--- config.mk ---
export PLATFORM = sky130hd
export DESIGN_NAME = quad_encoder_gen_flat
export DESIGN_NICKNAME = d
export VERILOG_FILES = /design/src/rtl/quad_encoder_gen_if.sv /design/src/rtl/quad_encoder_gen.sv /design/src/flat_wrapper.sv
export SDC_FILE = /design/constraint.sdc
export NUM_CORES = 1
export LEC_CHECK = 0
export BUFFER_PORTS_ARGS = -buffer_cell sky130_fd_sc_hd__buf_4
export CORE_ASPECT_RATIO = 1.75
export CORE_UTILIZATION = 40
export DETAILED_ROUTE_END_ITERATION = 10
export PLACE_DENSITY = 0.61
export SLEW_MARGIN = 20
export SYNTH_ARGS = -nofsm -noshare
export SYNTH_HDL_FRONTEND = slang
export SYNTH_SLANG_ARGS = --single-unit
--- constraint.sdc ---
create_clock -name clk -period 2.1 [get_ports clk]
set_input_delay 0.105 -clock clk [delete_from_list [all_inputs] [get_ports clk]]
set_output_delay 0.105 -clock clk [all_outputs]
set_load 0.01 [all_outputs]
--- src/rtl/quad_encoder_gen_if.sv ---
// ---------------------------------------------------------------------------
// quad_encoder_gen_if
// Command handshake bundle for the quadrature encoder generator.
//   cmd_valid  : initiator has a command present
//   cmd_ready  : generator can accept a command (idle)
//   cmd_dir    : 1 = forward (A leads B), 0 = reverse (B leads A)
//   cmd_steps  : number of full quadrature cycles to emit (0 is legal)
// Modports:
//   master : command initiator (drives valid/dir/steps, observes ready)
//   slave  : the generator (observes valid/dir/steps, drives ready)
// ---------------------------------------------------------------------------
interface quad_encoder_gen_if;
  logic       cmd_valid;
  logic       cmd_ready;
  logic       cmd_dir;
  logic [7:0] cmd_steps;

  modport master (
    output cmd_valid,
    output cmd_dir,
    output cmd_steps,
    input  cmd_ready
  );

  modport slave (
    input  cmd_valid,
    input  cmd_dir,
    input  cmd_steps,
    output cmd_ready
  );
endinterface

--- src/rtl/quad_encoder_gen.sv ---
// ---------------------------------------------------------------------------
// quad_encoder_gen
// Emulated rotary quadrature encoder. Each accepted command emits
// 4*cmd_steps Gray-code transitions on enc_a/enc_b, spaced EDGE_CYCLES
// clocks apart, then pulses done for one cycle.
//
// Parameters:
//   EDGE_CYCLES : clocks between consecutive A/B transitions (2..65535)
// Ports:
//   clk        : system clock, rising edge
//   rst_n      : asynchronous active-low reset
//   cmd        : command handshake (quad_encoder_gen_if.slave)
//   enc_a/b    : registered encoder channels
//   busy       : high while a command is running
//   done       : one-cycle pulse on command completion
//   pos        : position count modulo 256 (8'h00 when not built)
//
// Configuration macro:
//   QUAD_POS_EN : when defined, the 8-bit position counter is built;
//                 otherwise pos is tied to 8'h00.
// ---------------------------------------------------------------------------
module quad_encoder_gen #(
  parameter int unsigned EDGE_CYCLES = 16
) (
  input  logic                     clk,
  input  logic                     rst_n,
  quad_encoder_gen_if.slave        cmd,
  output logic                     enc_a,
  output logic                     enc_b,
  output logic                     busy,
  output logic                     done,
  output logic [7:0]               pos
);

  localparam logic [15:0] SPACE_LAST = 16'(EDGE_CYCLES - 1);

  typedef enum logic {
    IDLE = 1'b0,
    RUN  = 1'b1
  } state_t;

  state_t     state_q, state_d;
  logic [9:0] remain_q, remain_d;
  logic [15:0] space_q, space_d;
  logic       dir_q, dir_d;
  logic       enc_a_q, enc_a_d;
  logic       enc_b_q, enc_b_d;
  logic       done_q, done_d;

  logic       edge_tick;
  logic       next_a;
  logic       next_b;

  assign edge_tick = (state_q == RUN) && (space_q == SPACE_LAST);

  // One Gray step: forward walks 00->10->11->01, reverse walks 00->01->11->10.
  assign next_a = dir_q ? ~enc_b_q : enc_b_q;
  assign next_b = dir_q ? enc_a_q  : ~enc_a_q;

  always_comb begin
    state_d  = state_q;
    remain_d = remain_q;
    space_d  = space_q;
    dir_d    = dir_q;
    enc_a_d  = enc_a_q;
    enc_b_d  = enc_b_q;
    done_d   = 1'b0;

    case (state_q)
      IDLE: begin
        if (cmd.cmd_valid) begin
          dir_d = cmd.cmd_dir;
          if (cmd.cmd_steps != 8'd0) begin
            state_d  = RUN;
            remain_d = {cmd.cmd_steps, 2'b00};
            space_d  = 16'd0;
          end else begin
            // Zero-length command completes without leaving IDLE.
            done_d = 1'b1;
          end
        end
      end
      RUN: begin
        if (edge_tick) begin
          space_d  = 16'd0;
          enc_a_d  = next_a;
          enc_b_d  = next_b;
          remain_d = remain_q - 10'd1;
          // The final transition and the return to IDLE share one edge.
          if (remain_q == 10'd1) begin
            state_d = IDLE;
            done_d  = 1'b1;
          end
        end else begin
          space_d = space_q + 16'd1;
        end
      end
    endcase
  end

  always_ff @(posedge clk or negedge rst_n) begin
    if (!rst_n) begin
      state_q  <= IDLE;
      remain_q <= 10'd0;
      space_q  <= 16'd0;
      dir_q    <= 1'b0;
      enc_a_q  <= 1'b0;
      enc_b_q  <= 1'b0;
      done_q   <= 1'b0;
    end else begin
      state_q  <= state_d;
      remain_q <= remain_d;
      space_q  <= space_d;
      dir_q    <= dir_d;
      enc_a_q  <= enc_a_d;
      enc_b_q  <= enc_b_d;
      done_q   <= done_d;
    end
  end

  assign cmd.cmd_ready = (state_q == IDLE);
  assign busy          = (state_q == RUN);
  assign enc_a         = enc_a_q;
  assign enc_b         = enc_b_q;
  assign done          = done_q;

`ifdef QUAD_POS_EN
  logic [7:0] pos_q, pos_d;

  // A transition landing on 00 completes one full step.
  always_comb begin
    pos_d = pos_q;
    if (edge_tick && !next_a && !next_b) begin
      pos_d = dir_q ? (pos_q + 8'd1) : (pos_q - 8'd1);
    end
  end

  always_ff @(posedge clk or negedge rst_n) begin
    if (!rst_n) begin
      pos_q <= 8'd0;
    end else begin
      pos_q <= pos_d;
    end
  end

  assign pos = pos_q;
`else
  assign pos = 8'h00;
`endif

endmodule

--- src/flat_wrapper.sv ---
// flat-port wrapper written by rule: the top's interface ports become plain ports
module quad_encoder_gen_flat 
#(
  parameter int unsigned EDGE_CYCLES = 16
)
  (clk, rst_n, enc_a, enc_b, busy, done, pos, cmd_cmd_valid, cmd_cmd_dir, cmd_cmd_steps, cmd_cmd_ready);
  quad_encoder_gen_if cmd_i ();
  input  logic clk;
  input  logic rst_n;
  output logic enc_a;
  output logic enc_b;
  output logic busy;
  output logic done;
  output logic [7:0] pos;
  input wire logic [$bits(cmd_i.cmd_valid)-1:0] cmd_cmd_valid;
  input wire logic [$bits(cmd_i.cmd_dir)-1:0] cmd_cmd_dir;
  input wire logic [$bits(cmd_i.cmd_steps)-1:0] cmd_cmd_steps;
  output wire logic [$bits(cmd_i.cmd_ready)-1:0] cmd_cmd_ready;
  assign cmd_i.cmd_valid = cmd_cmd_valid;
  assign cmd_i.cmd_dir = cmd_cmd_dir;
  assign cmd_i.cmd_steps = cmd_cmd_steps;
  assign cmd_cmd_ready = cmd_i.cmd_ready;
  quad_encoder_gen #(.EDGE_CYCLES(EDGE_CYCLES)) u_core (.clk(clk), .rst_n(rst_n), .cmd(cmd_i), .enc_a(enc_a), .enc_b(enc_b), .busy(busy), .done(done), .pos(pos));
endmodule
# Word level (Yosys, flattened, before mapping)
# Index checks and enable logic that the tools add are counted.
# word_totals
ff_bits	31
output_inout_bits	13
# op_classes
add_sub_neg	2
n_eq_ne	5
mux	20
bitwise_logic	3
n_reduce_logical	6
# ops
operator	count
$mux W16	3
$pmux W16 S2	1
$mux W10	3
$pmux W10 S2	1
$add A16 B1 Y16 const B	1
$eq A16 B4 Y1 const B	1
$eq A10 B1 Y1 const B	1
$mux W1	10
$sub A10 B1 Y10 const B	1
$reduce_bool A8 Y1	1
$reduce_and A2 Y1	3
$ne A2 B2 Y1 const B	2
$pmux W1 S2	2
$not A1 Y1	3
$reduce_and A3 Y1	1
$ne A2 B1 Y1 const B	1
$logic_and A1 B1 Y1	1

# Longest topological paths before layout
# depth
depth_word	4
mapped_depth	7
ltp_nobuf	5

# Least setup slack after synthesis
# Ideal clock, no wire load.
# synth_timing
kind	flip-flop to flip-flop
startpoint	register u_core.space_q[0]
endpoint	register u_core.remain_q[1]
setup_time_ns	0.135
arrival_time_ns	1.644
t_required_ns	1.965
slack_ns	0.321
path_stages_with_launch	8
path_buffers	2
path_cell_list	dfrtp_1 ha_1 and3_1 clkbuf_1 nand4_1 buf_2 mux2i_1 o22ai_1
# synth_between
elab_chain_len	4
# synth_rtl
item	line	rtl
start: declaration	quad_encoder_gen.sv:44	logic [15:0] space_q, space_d;
start signal: assignment	quad_encoder_gen.sv:113	space_q <= space_d;
$eq A16 B4 Y1	quad_encoder_gen.sv:54	assign edge_tick = (state_q == RUN) && (space_q == SPACE_LAST);
$logic_and A1 B1 Y1	quad_encoder_gen.sv:54	
$ne A2 B2 Y1 (no source line)	-	
$reduce_and A3 Y1 (no source line)	-	
end signal: assignment	quad_encoder_gen.sv:112	remain_q <= remain_d;
end: declaration	quad_encoder_gen.sv:43	logic [9:0] remain_q, remain_d;
# Every way passes these cells.
# A chain may end at the register's enable or synchronous reset.

# Worst setup path in the final report
# layout_timing
startpoint	register u_core.space_q[0]
endpoint	register u_core.remain_q[9]
# The elaborated chain is that of the path after synthesis.

==> run metrics <==
post-CTS setup repair buffer count=0; Syn Inst Count=222; worst path required time=2300 ps; cts bufs inserted=5; Peak Freq=525.4 MHz; RSZ-0062 raised after global routing=false; Routed Antenna Nets=0; asr flop ratio synth=1.000; Initial DRC Count=64; CP Data Arrival Time=2100 ps; die area=0.005222 sq mm; sequential share of the synthesized area=0.3937; Initial Util=0.4187; max-cap violations=0; # IOs=25; Primary FF master, synth=dfrtp_1; row count=33; non-filler cells, final=293; RePlAce Congestion=0.8058; yosys warns=0; number of synthesized flops with an enable pin=0; clk root buf=clkbuf_8; status=finished clean; pwr/cell area=858.7 mW/mm^2; Avg Cell Area, Syn=8.877 sq um; clock transition at the registers of the reported paths=70 ps; die height=94.85 um; post-synthesis cell type count=49; Tmin final=1903 ps; Crit Path Max Fanout=16; via count=1,822; Final Setup Violations=0; initial antenna violation count=0; Clock Latency Late Sink=290 ps; Slew Viols, Final=0; clk_skew=3.464 ps; CP Capture Type=flop; Fin. Hold Viols=0; final cycle utilization of the critical path=0.9063; #FFs+latches synth=31; first-pass GRT wire length=8052 um; NumNets Final=255; core footprint=0.004707 sq mm; Inserted Diodes=0; Die X=55.06 um; htree depth=2; drt total wl=5074 um; Initial DRT Pass Iterations=4; Pleak=0.9346 nW; Worst VDD drop=0.6599 mV; total clock sinks=31; CTS tree=yes; final total negative setup slack=0 ps; Via density=6.218; grt ovf=0; Startpoint Class=flop; Longest Clk Path Bufs=2; share of layout cells above drive strength 1=0.1743; # placed instances=284; P&R area growth vs syn=12.95%; HP Class=in2reg; port buffer count=16; WS Path Type=reg2reg; routed length per instance=17.32 um; GR Util All Layers=0.2195; synthesized cell area=0.001971 sq mm; Residual DRC=0; hpwl dp=3615 um; largest net degree at the start of global routing=32; via count of the first global-routing pass=1,689
placed cells by master, fill, tap and decap left out, types with 7 or more instances in the layout:
cell	instances
a31oi_1	8
buf_4	28
conb_1	8
dfrtp_1	31
inv_1	10
nand2_1	15
nand3_1	23
nand4_1	11
nor2_1	7
nor3_1	7
nor4_1	8
where the power goes:
group / internal [W] / switching, W
clock: 0.000227 / 0.000237
sequential: 0.000735 / 0.000180
combinational: 0.000242 / 0.000291
total: 0.00120 / 0.000708
cells by family (layout without fill, tap and decap cells):
kind of cell	after synthesis	count (layout)	share of synthesized area
AO/OA/AOI/OAI	54	54	0.2045
flip-flops	31	31	0.3936
XOR/XNOR	4	4	0.01778
multiplexers	3	3	0.01587
other	1	8	0.001903
adder cells (fa/ha/maj)	3	3	0.01905
AND/OR/NAND/NOR	91	91	0.2571
buffers and inverters	35	47	0.09016
per-layer routing:
| layer | share of wire | wire length [um] | global-route usage | vias to the layer above |
|---|---|---|---|---|
| li1 | - | - | - | 877 |
| met1 | 0.40 | 2025 | 0.2442 | 886 |
| met2 | 0.53 | 2677 | 0.3765 | 44 |
| met3 | 0.031 | 158 | 0.03382 | 15 |
| met4 | 0.042 | 213 | 0.1208 | 0 |
| met5 | 0 | 0 | 0 | - |
flip-flops by register name, summed over array words and instances (netlist names):
signal	cells
u_core.space_q	16
u_core.remain_q	10
u_core.busy	1
u_core.enc_a	1
u_core.done	1
u_core.enc_b	1
u_core.dir_q	1
path summary, 6_finish.rpt:
path	startpoint	end	slack [ps]	cells past startpoint
worst max register to register	u_core.space_q[0]$_DFFE_PN0P_	u_core.remain_q[9]$_DFFE_PN0P_	200	6
max in group asynchronous	rst_n	u_core.remain_q[6]$_DFFE_PN0P_	1500	2
worst max-delay path	u_core.space_q[0]$_DFFE_PN0P_	u_core.remain_q[9]$_DFFE_PN0P_	200	6
worst min-delay path	cmd_cmd_dir	u_core.dir_q$_DFFE_PN0P_	50	2
worst min register to register	u_core.space_q[3]$_DFFE_PN0P_	u_core.space_q[3]$_DFFE_PN0P_	560	1
min in group asynchronous	rst_n	u_core.remain_q[4]$_DFFE_PN0P_	300	2
cells in the mapped netlist, types with 2 or more instances:
cell type / instances / area share
a211oi_1: 3 / 0.011
a21oi_1: 4 / 0.010
a221oi_1: 6 / 0.027
a311oi_1: 2 / 0.0089
a31oi_1: 8 / 0.025
and4_1: 6 / 0.027
buf_2: 4 / 0.010
buf_4: 9 / 0.034
clkbuf_1: 11 / 0.021
dfrtp_1: 31 / 0.39
ha_1: 3 / 0.019
inv_1: 10 / 0.019
mux2i_1: 2 / 0.010
nand2_1: 15 / 0.029
nand3_1: 23 / 0.058
nand4_1: 11 / 0.035
nor2_1: 7 / 0.013
nor3_1: 7 / 0.018
nor3b_1: 2 / 0.0076
nor4_1: 8 / 0.025
o2111ai_1: 3 / 0.013
o211ai_1: 6 / 0.023
o21ai_0: 6 / 0.015
o21ai_1: 2 / 0.0051
o2bb2ai_1: 2 / 0.0089
o31a_1: 2 / 0.0089
o32ai_1: 2 / 0.0089
or3_1: 2 / 0.0063
or4_1: 2 / 0.0076
or4_4: 2 / 0.011
xor2_1: 3 / 0.013
critical path, cell delays in order, from the launching register on:
cell	delay, ps
dfrtp_1	430
ha_1	230
and3_1	300
nand4_1	150
buf_4	240
o311ai_1	260
nor3b_1	210
repair_timing:
action,4_1_cts,5_1_grt
endpoints found under the hold margin,31,0
hold buffers,1,0
resized for setup,0,0
through the flow:
step	util	power (W)	setup slack, ps	instance area, sq um	hold slack [ps]
floorplan	-	0.001284	320.9	1997	-190.6
global placement	0.4530	0.001448	305.2	2132	75.88
detailed placement	0.4530	0.001455	220.7	2132	80.32
CTS	0.4729	0.001927	199.0	2226	42.60
global route	0.4729	0.002039	14.36	2226	56.41
finish	0.4729	0.001911	196.7	2226	50.34
cell type report:
class                           count  area (sq um)
Clock inverter                      3         15.01
Inverter                           10         37.54
Clock buffer                        5         68.82
Tap cell                           52         65.06
Timing Repair Buffer               29         220.2
Multi-Input combinational cell    163          1044
Fill cell                         483          2481
Sequential cell                    31         775.7
Power figures use the tool's default switching activity.
